===== config.mk =====
export PLATFORM = sky130hd
export DESIGN_NAME = fifo_wr_arbiter_flat
export DESIGN_NICKNAME = d
export VERILOG_FILES = /design/src/rtl/fifo_wr_arbiter_if.sv /design/src/rtl/fifo_wr_arbiter.sv /design/src/flat_wrapper.sv
export SDC_FILE = /design/constraint.sdc
export NUM_CORES = 1
export LEC_CHECK = 0
export ABC_AREA = 1
export CORE_MARGIN = 1.5
export CORE_UTILIZATION = 40
export CTS_CLUSTER_SIZE = 8
export DETAILED_ROUTE_END_ITERATION = 12
export PLACE_DENSITY = 0.79
export SLEW_MARGIN = 20
export SYNTH_ARGS = -nofsm -noshare
export SYNTH_HDL_FRONTEND = slang
export SYNTH_SLANG_ARGS = --single-unit

===== constraint.sdc =====
create_clock -name clk -period 6.1 [get_ports clk]
set_clock_uncertainty 0.2 [all_clocks]
set_input_delay 1.22 -clock clk [delete_from_list [all_inputs] [get_ports clk]]
set_output_delay 1.22 -clock clk [all_outputs]
set_load 0.005 [all_outputs]

===== src/rtl/fifo_wr_arbiter_if.sv =====
// fifo_wr_arbiter_if: bundles producer handshakes and the FIFO write port around fifo_wr_arbiter.
// Latency: none, wires only. Backpressure: req_ready carries the grant, the FIFO flags carry space.
// Ports: master = arbiter side (drives req_ready, fifo_wr_en, fifo_data_in, grant_id, ack_err);
//        slave  = producers + FIFO side (drives req_valid, req_data and the FIFO status flags).
interface fifo_wr_arbiter_if #(
  parameter int NUM_REQ    = 4,
  parameter int FIFO_WIDTH = 16
);
  localparam int IW = $clog2(NUM_REQ);

  logic [NUM_REQ-1:0]            req_valid;
  logic [NUM_REQ*FIFO_WIDTH-1:0] req_data;
  logic [NUM_REQ-1:0]            req_ready;
  logic                          fifo_full;
  logic                          fifo_almostfull;
  logic                          fifo_wr_ack;
  logic                          fifo_overflow;
  logic                          fifo_wr_en;
  logic [FIFO_WIDTH-1:0]         fifo_data_in;
  logic [IW-1:0]                 grant_id;
  logic                          ack_err;

  modport master (
    input  req_valid, req_data, fifo_full, fifo_almostfull, fifo_wr_ack, fifo_overflow,
    output req_ready, fifo_wr_en, fifo_data_in, grant_id, ack_err
  );

  modport slave (
    output req_valid, req_data, fifo_full, fifo_almostfull, fifo_wr_ack, fifo_overflow,
    input  req_ready, fifo_wr_en, fifo_data_in, grant_id, ack_err
  );
endinterface


===== src/rtl/fifo_wr_arbiter.sv =====
// fifo_wr_arbiter: round-robin arbiter sharing one FIFO write port between NUM_REQ producers, bursts up to MAX_BURST.
// Latency: 1 cycle from producer transfer to registered fifo_wr_en/fifo_data_in/grant_id.
// Backpressure: req_ready (combinational, one-hot or zero) drops while the FIFO flags show no room.
// Ports: clk, rst (async, active-high); bus = fifo_wr_arbiter_if.master (producer handshakes + FIFO write port).
// Option: define FIFO_WR_ARB_ACK_CHECK_EN to build the wr_ack/overflow checker behind the sticky ack_err.
module fifo_wr_arbiter #(
  parameter int NUM_REQ    = 4,
  parameter int FIFO_WIDTH = 16,
  parameter int FIFO_DEPTH = 8,
  parameter int MAX_BURST  = 4
) (
  input logic               clk,
  input logic               rst,
  fifo_wr_arbiter_if.master bus
);
  localparam int IW = $clog2(NUM_REQ);
  localparam int BW = $clog2(MAX_BURST + 1);
  localparam logic [BW-1:0] BURST_MAX = BW'(MAX_BURST);
  localparam logic [IW-1:0] LAST_REQ  = IW'(NUM_REQ - 1);
  localparam logic [0:0]    IDLE      = 1'b0;
  localparam logic [0:0]    BURST     = 1'b1;

  // Depth is informational only; throttling relies purely on the FIFO flags.
  localparam int unused_fifo_depth = FIFO_DEPTH;

  logic [0:0]            state;
  logic [IW-1:0]         owner;
  logic [IW-1:0]         rr_ptr;
  logic [BW-1:0]         burst_cnt;
  logic                  wr_en_q;
  logic [FIFO_WIDTH-1:0] data_q;
  logic [IW-1:0]         grant_id_q;

  logic                  space;
  logic                  keep;
  logic                  leave;
  logic                  gnt_vld;
  logic [IW-1:0]         gnt_idx;
  logic [IW-1:0]         search_ptr;
  logic [IW-1:0]         next_ptr;
  logic [NUM_REQ-1:0]    cand;
  logic [NUM_REQ-1:0]    others;
  logic [FIFO_WIDTH-1:0] words [NUM_REQ];

  for (genvar g = 0; g < NUM_REQ; g++) begin : g_words
    assign words[g] = bus.req_data[g*FIFO_WIDTH +: FIFO_WIDTH];
  end

  assign next_ptr = (owner == LAST_REQ) ? '0 : owner + IW'(1);
  // Valid requesters other than the current owner; the owner only re-wins when it is alone.
  assign others   = bus.req_valid & ~(NUM_REQ'(1) << owner);

  always_comb begin
    int idx;
    idx        = 0;
    // A write already registered this cycle is counted as occupied; reads are ignored.
    space      = wr_en_q ? !(bus.fifo_full || bus.fifo_almostfull) : !bus.fifo_full;
    keep       = 1'b0;
    leave      = 1'b0;
    search_ptr = rr_ptr;
    cand       = bus.req_valid;
    gnt_vld    = 1'b0;
    gnt_idx    = '0;
    if (state == BURST) begin
      keep  = bus.req_valid[owner] && space && (burst_cnt < BURST_MAX);
      leave = !keep;
      if (!keep) begin
        search_ptr = next_ptr;
        if (others != '0) cand = others;
      end
    end
    if (keep) begin
      gnt_vld = 1'b1;
      gnt_idx = owner;
    end else if (space) begin
      for (int i = 0; i < NUM_REQ; i++) begin
        idx = int'(search_ptr) + i;
        if (idx >= NUM_REQ) idx = idx - NUM_REQ;
        if (!gnt_vld && cand[IW'(idx)]) begin
          gnt_vld = 1'b1;
          gnt_idx = IW'(idx);
        end
      end
    end
  end

  // Grant is suppressed during reset so req_ready reads zero immediately.
  assign bus.req_ready = (gnt_vld && !rst) ? (NUM_REQ'(1) << gnt_idx) : '0;

  always_ff @(posedge clk or posedge rst) begin
    if (rst) begin
      state      <= IDLE;
      owner      <= '0;
      rr_ptr     <= '0;
      burst_cnt  <= '0;
      wr_en_q    <= 1'b0;
      data_q     <= '0;
      grant_id_q <= '0;
    end else begin
      wr_en_q <= gnt_vld;
      if (leave) rr_ptr <= next_ptr;
      if (gnt_vld) begin
        data_q     <= words[gnt_idx];
        grant_id_q <= gnt_idx;
        if (keep) begin
          burst_cnt <= burst_cnt + BW'(1);
        end else begin
          // Fresh grant from IDLE or re-arbitration on burst exit.
          state     <= BURST;
          owner     <= gnt_idx;
          burst_cnt <= BW'(1);
        end
      end else begin
        state <= IDLE;
      end
    end
  end

  assign bus.fifo_wr_en   = wr_en_q;
  assign bus.fifo_data_in = data_q;
  assign bus.grant_id     = grant_id_q;

`ifdef FIFO_WR_ARB_ACK_CHECK_EN
  logic wr_pend;
  logic ack_err_q;

  // The FIFO answers a write one cycle after fifo_wr_en; wr_pend lines the two up.
  always_ff @(posedge clk or posedge rst) begin
    if (rst) begin
      wr_pend   <= 1'b0;
      ack_err_q <= 1'b0;
    end else begin
      wr_pend <= wr_en_q;
      if (wr_pend && (!bus.fifo_wr_ack || bus.fifo_overflow)) ack_err_q <= 1'b1;
    end
  end

  assign bus.ack_err = ack_err_q;
`else
  logic unused_ack;
  assign unused_ack  = bus.fifo_wr_ack ^ bus.fifo_overflow;
  assign bus.ack_err = 1'b0;
`endif
endmodule


===== src/flat_wrapper.sv =====
// flat-port wrapper written by rule: the top's interface ports become plain ports
module fifo_wr_arbiter_flat 
#(
  parameter int NUM_REQ    = 4,
  parameter int FIFO_WIDTH = 16,
  parameter int FIFO_DEPTH = 8,
  parameter int MAX_BURST  = 4
)
  (clk, rst, bus_req_valid, bus_req_data, bus_fifo_full, bus_fifo_almostfull, bus_fifo_wr_ack, bus_fifo_overflow, bus_req_ready, bus_fifo_wr_en, bus_fifo_data_in, bus_grant_id, bus_ack_err);
  fifo_wr_arbiter_if #(.NUM_REQ(NUM_REQ), .FIFO_WIDTH(FIFO_WIDTH)) bus_i ();
  input logic clk;
  input logic rst;
  input wire logic [$bits(bus_i.req_valid)-1:0] bus_req_valid;
  input wire logic [$bits(bus_i.req_data)-1:0] bus_req_data;
  input wire logic [$bits(bus_i.fifo_full)-1:0] bus_fifo_full;
  input wire logic [$bits(bus_i.fifo_almostfull)-1:0] bus_fifo_almostfull;
  input wire logic [$bits(bus_i.fifo_wr_ack)-1:0] bus_fifo_wr_ack;
  input wire logic [$bits(bus_i.fifo_overflow)-1:0] bus_fifo_overflow;
  output wire logic [$bits(bus_i.req_ready)-1:0] bus_req_ready;
  output wire logic [$bits(bus_i.fifo_wr_en)-1:0] bus_fifo_wr_en;
  output wire logic [$bits(bus_i.fifo_data_in)-1:0] bus_fifo_data_in;
  output wire logic [$bits(bus_i.grant_id)-1:0] bus_grant_id;
  output wire logic [$bits(bus_i.ack_err)-1:0] bus_ack_err;
  assign bus_i.req_valid = bus_req_valid;
  assign bus_i.req_data = bus_req_data;
  assign bus_i.fifo_full = bus_fifo_full;
  assign bus_i.fifo_almostfull = bus_fifo_almostfull;
  assign bus_i.fifo_wr_ack = bus_fifo_wr_ack;
  assign bus_i.fifo_overflow = bus_fifo_overflow;
  assign bus_req_ready = bus_i.req_ready;
  assign bus_fifo_wr_en = bus_i.fifo_wr_en;
  assign bus_fifo_data_in = bus_i.fifo_data_in;
  assign bus_grant_id = bus_i.grant_id;
  assign bus_ack_err = bus_i.ack_err;
  fifo_wr_arbiter #(.NUM_REQ(NUM_REQ), .FIFO_WIDTH(FIFO_WIDTH), .FIFO_DEPTH(FIFO_DEPTH), .MAX_BURST(MAX_BURST)) u_core (.clk(clk), .rst(rst), .bus(bus_i));
endmodule

==> summary.md, run 1 <==
| Metric | Value |
|---|---|
| Yosys cell types | `27` |
| CP cell instances | `clkdlybuf4s50_1, nand2_1, nand3_2, nand3_4, nand2_4, nand2_2, nand2_2, nand2_2, nand2_1, nand2_1, nand2_2, nand3_1, nand2_1, o21ai_1, nand2_1, nand2_2, nand2_4, inv_4, nor3_1, clkdlybuf4s50_1` |
| Clk slew on worst S/H paths | `0.09 ns` |
| Clk root buf | `clkbuf_8` |
| Syn Std Cell Area | `2330 um^2` |
| Hold crit path type | `reg2reg` |
| Cell class contributing the biggest share of worst-path delay | `simple AND/OR/NAND/NOR gates` |
| Critical path endpoint category | `output port` |
| Initial antenna violation count | `0` |
| Post-CTS Setup Inserts | `0` |
| RSZ-0062 raised after global routing | `false` |
| Global route overflow | `0` |
| Initial Utilization | `41.8%` |
| Mean post-synth cell area | `6.12 um^2` |
| TNS Setup | `0 ns` |
| Max Freq | `178 MHz` |
| Post-Synth Simple-Gate Area | `57.9%` |
| Worst hold margin | `0.286 ns` |
| Worst-path maximum fanout | `19` |
| Post-Synth Adder-Cell Area | `2.68%` |
| Largest net degree at the start of global routing | `35` |
| CP startpoint kind | `input port` |
| Endpoints failing setup | `0` |
| First-pass GRT wire length | `10,500 um` |
| CP max stage cell | `clkdlybuf4s50_1` |
| Clock sinks | `27` |
| Share of cells above drive strength 1 | `8.76%` |
| Hold_sp | `u_core.bus.fifo_data_in[11]$_DFFE_PP0P_` |
| Pleak | `1.77 nW` |
| Slowest stage delay, CP | `0.53 ns` |
| Period utilisation layout | `92.2%` |
| Register area share after synthesis | `29.0%` |
| Vias/cell | `4.85` |
| Vias | `2,619` |
| Max Cap Violations | `0` |
| PwrDens | `428 nW/um^2` |
| Initial DRC count | `103` |
| Row count | `27` |
| 1st-pass router iterations | `4` |
| Hold violation count in the final report | `0` |
| # H-tree levels | `1` |
| Detailed Place HPWL | `4800 um` |
| Finished Cell Area | `3340 um^2` |
| I/O pins | `98` |
| Critical path origin | `bus_req_valid[1]` |
| Hold buffers post-CTS | `0` |
| Clock Tree Buf Depth | `2` |
| GRT Total Usage | `20.5%` |
| Max VDD drop | `0.255 mV` |
| Final worst setup slack | `0.473 ns` |
| Crit path time final | `5.63 ns` |
| Die area | `6300 um^2` |
| Synth Area in Compound Gates | `2.47%` |
| Fin nets | `548` |
| Number of global-route vias before repair | `2,426` |
| DRC | `0` |
| Inserted Clock Buffers | `3` |
| Core region area | `5570 um^2` |
| Synth Area in XOR/XNOR | `0%` |
| Die Height | `79.4 um` |
| Critical R2R Launch | `u_core.owner[1]$_DFFE_PP0P_` |
| Post-CTS Resized | `0` |
| Status | `finished, final reports clean` |
| Gpl congestion | `0.790` |
| Largest family of logic cells by synthesized area | `simple AND/OR/NAND/NOR gates` |
| Buffers on Ports | `94` |
| Synthesized Nets | `460` |
| Antenna cells | `0` |
| WP data arrival | `4.21 ns` |
| Clk Latency, worst-skew pair | `0.27 ns` |
| Crit path kind | `in2out` |
| CP required | `4.68 ns` |
| Gate count of the mapped netlist | `381` |
| CTS tree | `built` |
| Yosys reg bits | `27` |
| Leading cell type in the layout, fill and taps excluded | `nand2_1` |
| Die Wd | `79.4 um` |
| Dpl ws | `0.471 ns` |
| P&R area growth vs syn | `43.4%` |
| Remaining antenna violation count | `0` |
| Commonest non-fill, non-tap cells in the layout | `nand2_1 (214), clkdlybuf4s50_1 (94), nand3_1 (45), dfrtp_1 (27), inv_1 (17)` |
| Max Slew Vio Count | `0` |
| Post-Route WL | `6250 um` |
| Crit path buffers/inverters | `3` |
| Util after Layout | `60.0%` |
| Wire per inst | `11.6 um` |
| Post-DP Area | `3300 um^2` |
| Post-synthesis mux area share | `0%` |
| YS warnings | `0` |
-- worst register-to-register path, cell delays in order, from the launching register on --
cell,delay [ns]
dfrtp_1,0.45
inv_1,0.16
ha_1,0.17
inv_1,0.05
nand2_1,0.07
nand2_1,0.06
nor2_1,0.18
nor2_1,0.07
nand3_1,0.06
nand2_1,0.11
nand2_1,0.09
nand2_1,0.10
nand2_1,0.08
nand2_1,0.08
nand4_2,0.11
nand2_4,0.18
nor2_4,0.18
buf_4,0.34
nand3_1,0.16
nand2_1,0.10
nand2_1,0.05
nand2_1,0.06
nand2_1,0.04
nand2_1,0.06
-- power by group --
group	switching, mW	leakage, nW	internal, mW	total, mW
Clock	0.0564	0.0217	0.0463	0.103
Combinational	0.616	1.42	0.400	1.02
Sequential	0.0577	0.336	0.256	0.314
-- flip-flops by register name, indices dropped and copies added, names as in the netlist --
| register | flops |
|---|---|
| u_core.burst_cnt | 3 |
| u_core.rr_ptr | 2 |
| u_core.state | 1 |
| u_core.bus.fifo_data_in | 16 |
| u_core.bus.fifo_wr_en | 1 |
| u_core.bus.grant_id | 2 |
| u_core.owner | 2 |
-- stage by stage --
stage                     power [mW]  std cells
after global placement          1.31        536
after CTS                       1.44        540
after global routing            1.58        540
after detailed placement        1.33        536
after floorplan                 1.04        381
final                           1.43        540
-- Yosys cell counts --
| master | instances | share of area [%] |
|---|---|---|
| dfrtp_1 | 27 | 29 |
| a21oi_1 | 2 | 0.43 |
| buf_4 | 1 | 0.32 |
| o21ai_1 | 1 | 0.21 |
| nand2_2 | 15 | 4.0 |
| clkbuf_1 | 2 | 0.32 |
| nor2_1 | 8 | 1.3 |
| inv_1 | 17 | 2.7 |
| nor2_2 | 1 | 0.27 |
| nand3_1 | 45 | 9.7 |
| nor2_4 | 1 | 0.48 |
| buf_2 | 9 | 1.9 |
| conb_1 | 1 | 0.16 |
| buf_6 | 4 | 1.9 |
| ha_1 | 5 | 2.7 |
| o21ai_0 | 5 | 1.1 |
| nand2_4 | 5 | 2.4 |
| nand2_1 | 214 | 34 |
| inv_2 | 1 | 0.16 |
| a22o_1 | 2 | 0.75 |
| nand3_2 | 5 | 2.1 |
| nand4_1 | 1 | 0.27 |
| nor3_1 | 4 | 0.86 |
| inv_4 | 1 | 0.27 |
| clkinv_1 | 1 | 0.16 |
| nand4_2 | 1 | 0.54 |
| nand3_4 | 2 | 1.5 |
-- final cells by class --
class / instances / area (um^2)
inverter: 20 / 77.6
clock inverter: 1 / 7.51
sequential: 27 / 676
clock buffer: 3 / 41.3
fill: 541 / 2230
timing repair buffer: 99 / 978
tap: 72 / 90.1
multi-input combinational: 318 / 1470
-- per-layer routing --
metal  routed length (um)  vias to the layer above  track usage (%)
met4                   95                        0             6.67
met5                    0                        -                0
met3                  477                       10             4.83
li1                     -                     1355                -
met2                 2970                       92             36.7
met1                 2710                     1162             23.9
-- worst paths after layout --
path,to,slack (ns),depth (start not counted)
max reg2reg,u_core.bus.fifo_data_in[1]$_DFFE_PP0P_,2.82,23
min in group asynchronous,u_core.bus.grant_id[1]$_DFFE_PP0P_,1.10,3
min,u_core.bus.fifo_data_in[11]$_DFFE_PP0P_,0.29,2
max,bus_req_ready[3],0.47,20
min reg2reg,u_core.bus.fifo_data_in[11]$_DFFE_PP0P_,0.29,2
max in group asynchronous,u_core.rr_ptr[0]$_DFFE_PP0P_,4.34,3
-- logic make-up (layout without fill, tap and decap cells) --
family	Yosys count	after routing
DFF	27	27
and+or+nand+nor	302	302
adders and majority gates	5	5
buffers and inverters	36	123
other	1	1
AOI/OAI and AO/OA	10	10
Note: power is estimated with default switching activity, not from simulation.
==> inputs of run 2 (changes only) <==
--- a/config.mk
+++ b/config.mk
@@ -8,10 +8,9 @@
 export ABC_AREA = 1
 export CORE_MARGIN = 1.5
 export CORE_UTILIZATION = 40
-export CTS_CLUSTER_SIZE = 8
+export CTS_CLUSTER_SIZE = 40
 export DETAILED_ROUTE_END_ITERATION = 12
 export PLACE_DENSITY = 0.79
-export SLEW_MARGIN = 20
 export SYNTH_ARGS = -nofsm -noshare
 export SYNTH_HDL_FRONTEND = slang
 export SYNTH_SLANG_ARGS = --single-unit
==> results of run 2 <==
Final layout, timing and power as in run 1 (identical DEF).
==> inputs of run 3 (changes only) <==
--- a/config.mk
+++ b/config.mk
@@ -10,7 +10,8 @@
 export CORE_UTILIZATION = 40
 export CTS_CLUSTER_SIZE = 40
 export DETAILED_ROUTE_END_ITERATION = 12
-export PLACE_DENSITY = 0.79
+export PLACE_DENSITY = 0.74
+export SLEW_MARGIN = 10
 export SYNTH_ARGS = -nofsm -noshare
 export SYNTH_HDL_FRONTEND = slang
 export SYNTH_SLANG_ARGS = --single-unit
==> summary.md, run 3 (synthesized netlist as in run 1, its figures left out) <==
| Metric | Value |
|---|---|
| Row count | `27` |
| Antenna cells | `0` |
| Crit path time final | `5.56 ns` |
| Leading cell type in the layout, fill and taps excluded | `nand2_1` |
| Largest net degree at the start of global routing | `33` |
| Endpoints failing setup | `0` |
| Largest register FFs | `16` |
| Post-CTS Setup Inserts | `0` |
| I/O pins | `98` |
| Met2 usage | `37.9%` |
| CP required | `4.68 ns` |
| Inserted Clock Buffers | `3` |
| 1st-pass router iterations | `4` |
| Flop pwr share | `21.8%` |
| CP max stage cell | `clkdlybuf4s50_1` |
| Period utilisation layout | `91.2%` |
| Critical path endpoint category | `output port` |
| Net Sw Frac | `51.0%` |
| CP cell instances | `clkdlybuf4s50_1, nand2_1, nand2_1, nor2_2, nand3_4, nand2_4, nand2_2, nand2_2, nand2_2, nand2_1, nand2_1, nand2_2, nand4_2, nand2_4, nor2_4, nand2_4, inv_1, nor3_1, clkdlybuf4s50_1` |
| Max Freq | `180 MHz` |
| Hold buffers post-CTS | `0` |
| Max Slew Vio Count | `0` |
| First-pass GRT wire length | `10,600 um` |
| Slowest stage delay, CP | `0.54 ns` |
| Share of cells above drive strength 1 | `8.96%` |
| Remaining antenna violation count | `0` |
| # fillers | `538` |
| GR peak layer | `met2` |
| Detailed Place HPWL | `4860 um` |
| Max Cap Violations | `0` |
| PwrDens | `431 nW/um^2` |
| CTS tree | `built` |
| Sw power | `0.736 mW` |
| Reg area | `676 um^2` |
| Pint | `0.708 mW` |
| WP data arrival | `4.14 ns` |
| Commonest non-fill, non-tap cells in the layout | `nand2_1 (214), clkdlybuf4s50_1 (94), nand3_1 (45), dfrtp_1 (27), inv_1 (17)` |
| Die area | `6300 um^2` |
| TNS Setup | `0 ns` |
| Routing usage on met3 | `4.14%` |
| Post-CTS Resized | `0` |
| Post-Route WL | `6330 um` |
| Clock share of power | `7.2%` |
| # H-tree levels | `1` |
| Fin nets | `549` |
| Status | `finished, final reports clean` |
| Hold violation count in the final report | `0` |
| RSZ-0062 raised after global routing | `false` |
| GRT Total Usage | `20.8%` |
| CP startpoint kind | `input port` |
| Initial antenna violation count | `0` |
| Crit path buffers/inverters | `3` |
| Initial DRC count | `45` |
| Gpl congestion | `0.829` |
| Buffers on Ports | `94` |
| Wire per inst | `11.7 um` |
| Clk Latency, worst-skew pair | `0.27 ns` |
| Overall power | `1.44 mW` |
| P&R area growth vs syn | `43.7%` |
| Util after Layout | `60.1%` |
| Combinational power share | `70.9%` |
| Pleak | `1.78 nW` |
| Clock Tree Buf Depth | `2` |
| Cell class contributing the biggest share of worst-path delay | `simple AND/OR/NAND/NOR gates` |
| Clock sinks | `27` |
| Vias | `2,549` |
| Worst-path maximum fanout | `25` |
| Hold crit path type | `reg2reg` |
| Die Wd | `79.4 um` |
| Clk slew on worst S/H paths | `0.09 ns` |
| Number of global-route vias before repair | `2,401` |
| Crit path kind | `in2out` |
| Initial Utilization | `41.8%` |
| Clk root buf | `clkbuf_8` |
| M1 GR Usage | `25.1%` |
| Max VDD drop | `0.280 mV` |
| Vias/cell | `4.71` |
| DRC | `0` |
| Core region area | `5570 um^2` |
| Die Height | `79.4 um` |
| Global route overflow | `0` |
| Area of the multi-input gates | `1470 um^2` |
| Flop2flop setup slack | `2.81 ns` |
run 3: cell count changes in the layout (fill, tap and decap cells not counted), sizes merged:
| cell | delta |
|---|---|
| buf | +1 |
run 3: layout make-up:
class	instances	area share, %
clock buffer	3	1.23
clock inverter	1	0.224
sequential	27	20.2
inverter	20	2.31
tap	72	2.69
timing repair buffer	100	29.4
multi-input combinational	318	44.0
run 3: worst paths after layout:
kind                                                          from                                       to  cells past startpoint
min                        u_core.bus.fifo_data_in[10]$_DFFE_PP0P_  u_core.bus.fifo_data_in[10]$_DFFE_PP0P_                      2
min in group asynchronous                                      rst  u_core.bus.fifo_data_in[15]$_DFFE_PP0P_                      3
max                                            bus_fifo_almostfull                         bus_req_ready[0]                     19
max in group asynchronous                                      rst              u_core.owner[0]$_DFFE_PP0P_                      3
max reg2reg                            u_core.owner[1]$_DFFE_PP0P_  u_core.bus.fifo_data_in[10]$_DFFE_PP0P_                     23
min reg2reg                u_core.bus.fifo_data_in[10]$_DFFE_PP0P_  u_core.bus.fifo_data_in[10]$_DFFE_PP0P_                      2
run 3: layer usage:
metal | up-vias | part of all wire (%)
li1 | 1360 | -
met1 | 1111 | 45
met2 | 74 | 48
met3 | 4 | 6.5
met4 | 0 | 0.60
met5 | - | 0
run 3: tightest hold or removal path, stage by stage, from the launching register on:
cell,delay (ns)
dfrtp_1,0.36
nand2_1,0.05
nand2_1,0.05
run 3: stage by stage:
step	instance area, um^2	hold WS [ns]	instances	setup slack (ns)
6_report	3350	0.291	541	0.539
3_5_place_dp	3300	0.269	537	0.548
5_1_grt	3350	0.326	541	0.218
4_1_cts	3350	0.294	541	0.524
3_3_place_gp	3300	0.262	537	0.605
2_1_floorplan	2330	0.268	381	1.70
run 3: power groups by stage:
stage	clock network [mW]	registers (mW)	logic, mW
final	0.104	0.315	1.02
after global routing	0.111	0.327	1.16
after CTS	0.106	0.316	1.03
after detailed placement	0	0.318	1.03
after global placement	0	0.316	1.01
after floorplan	0	0.307	0.733
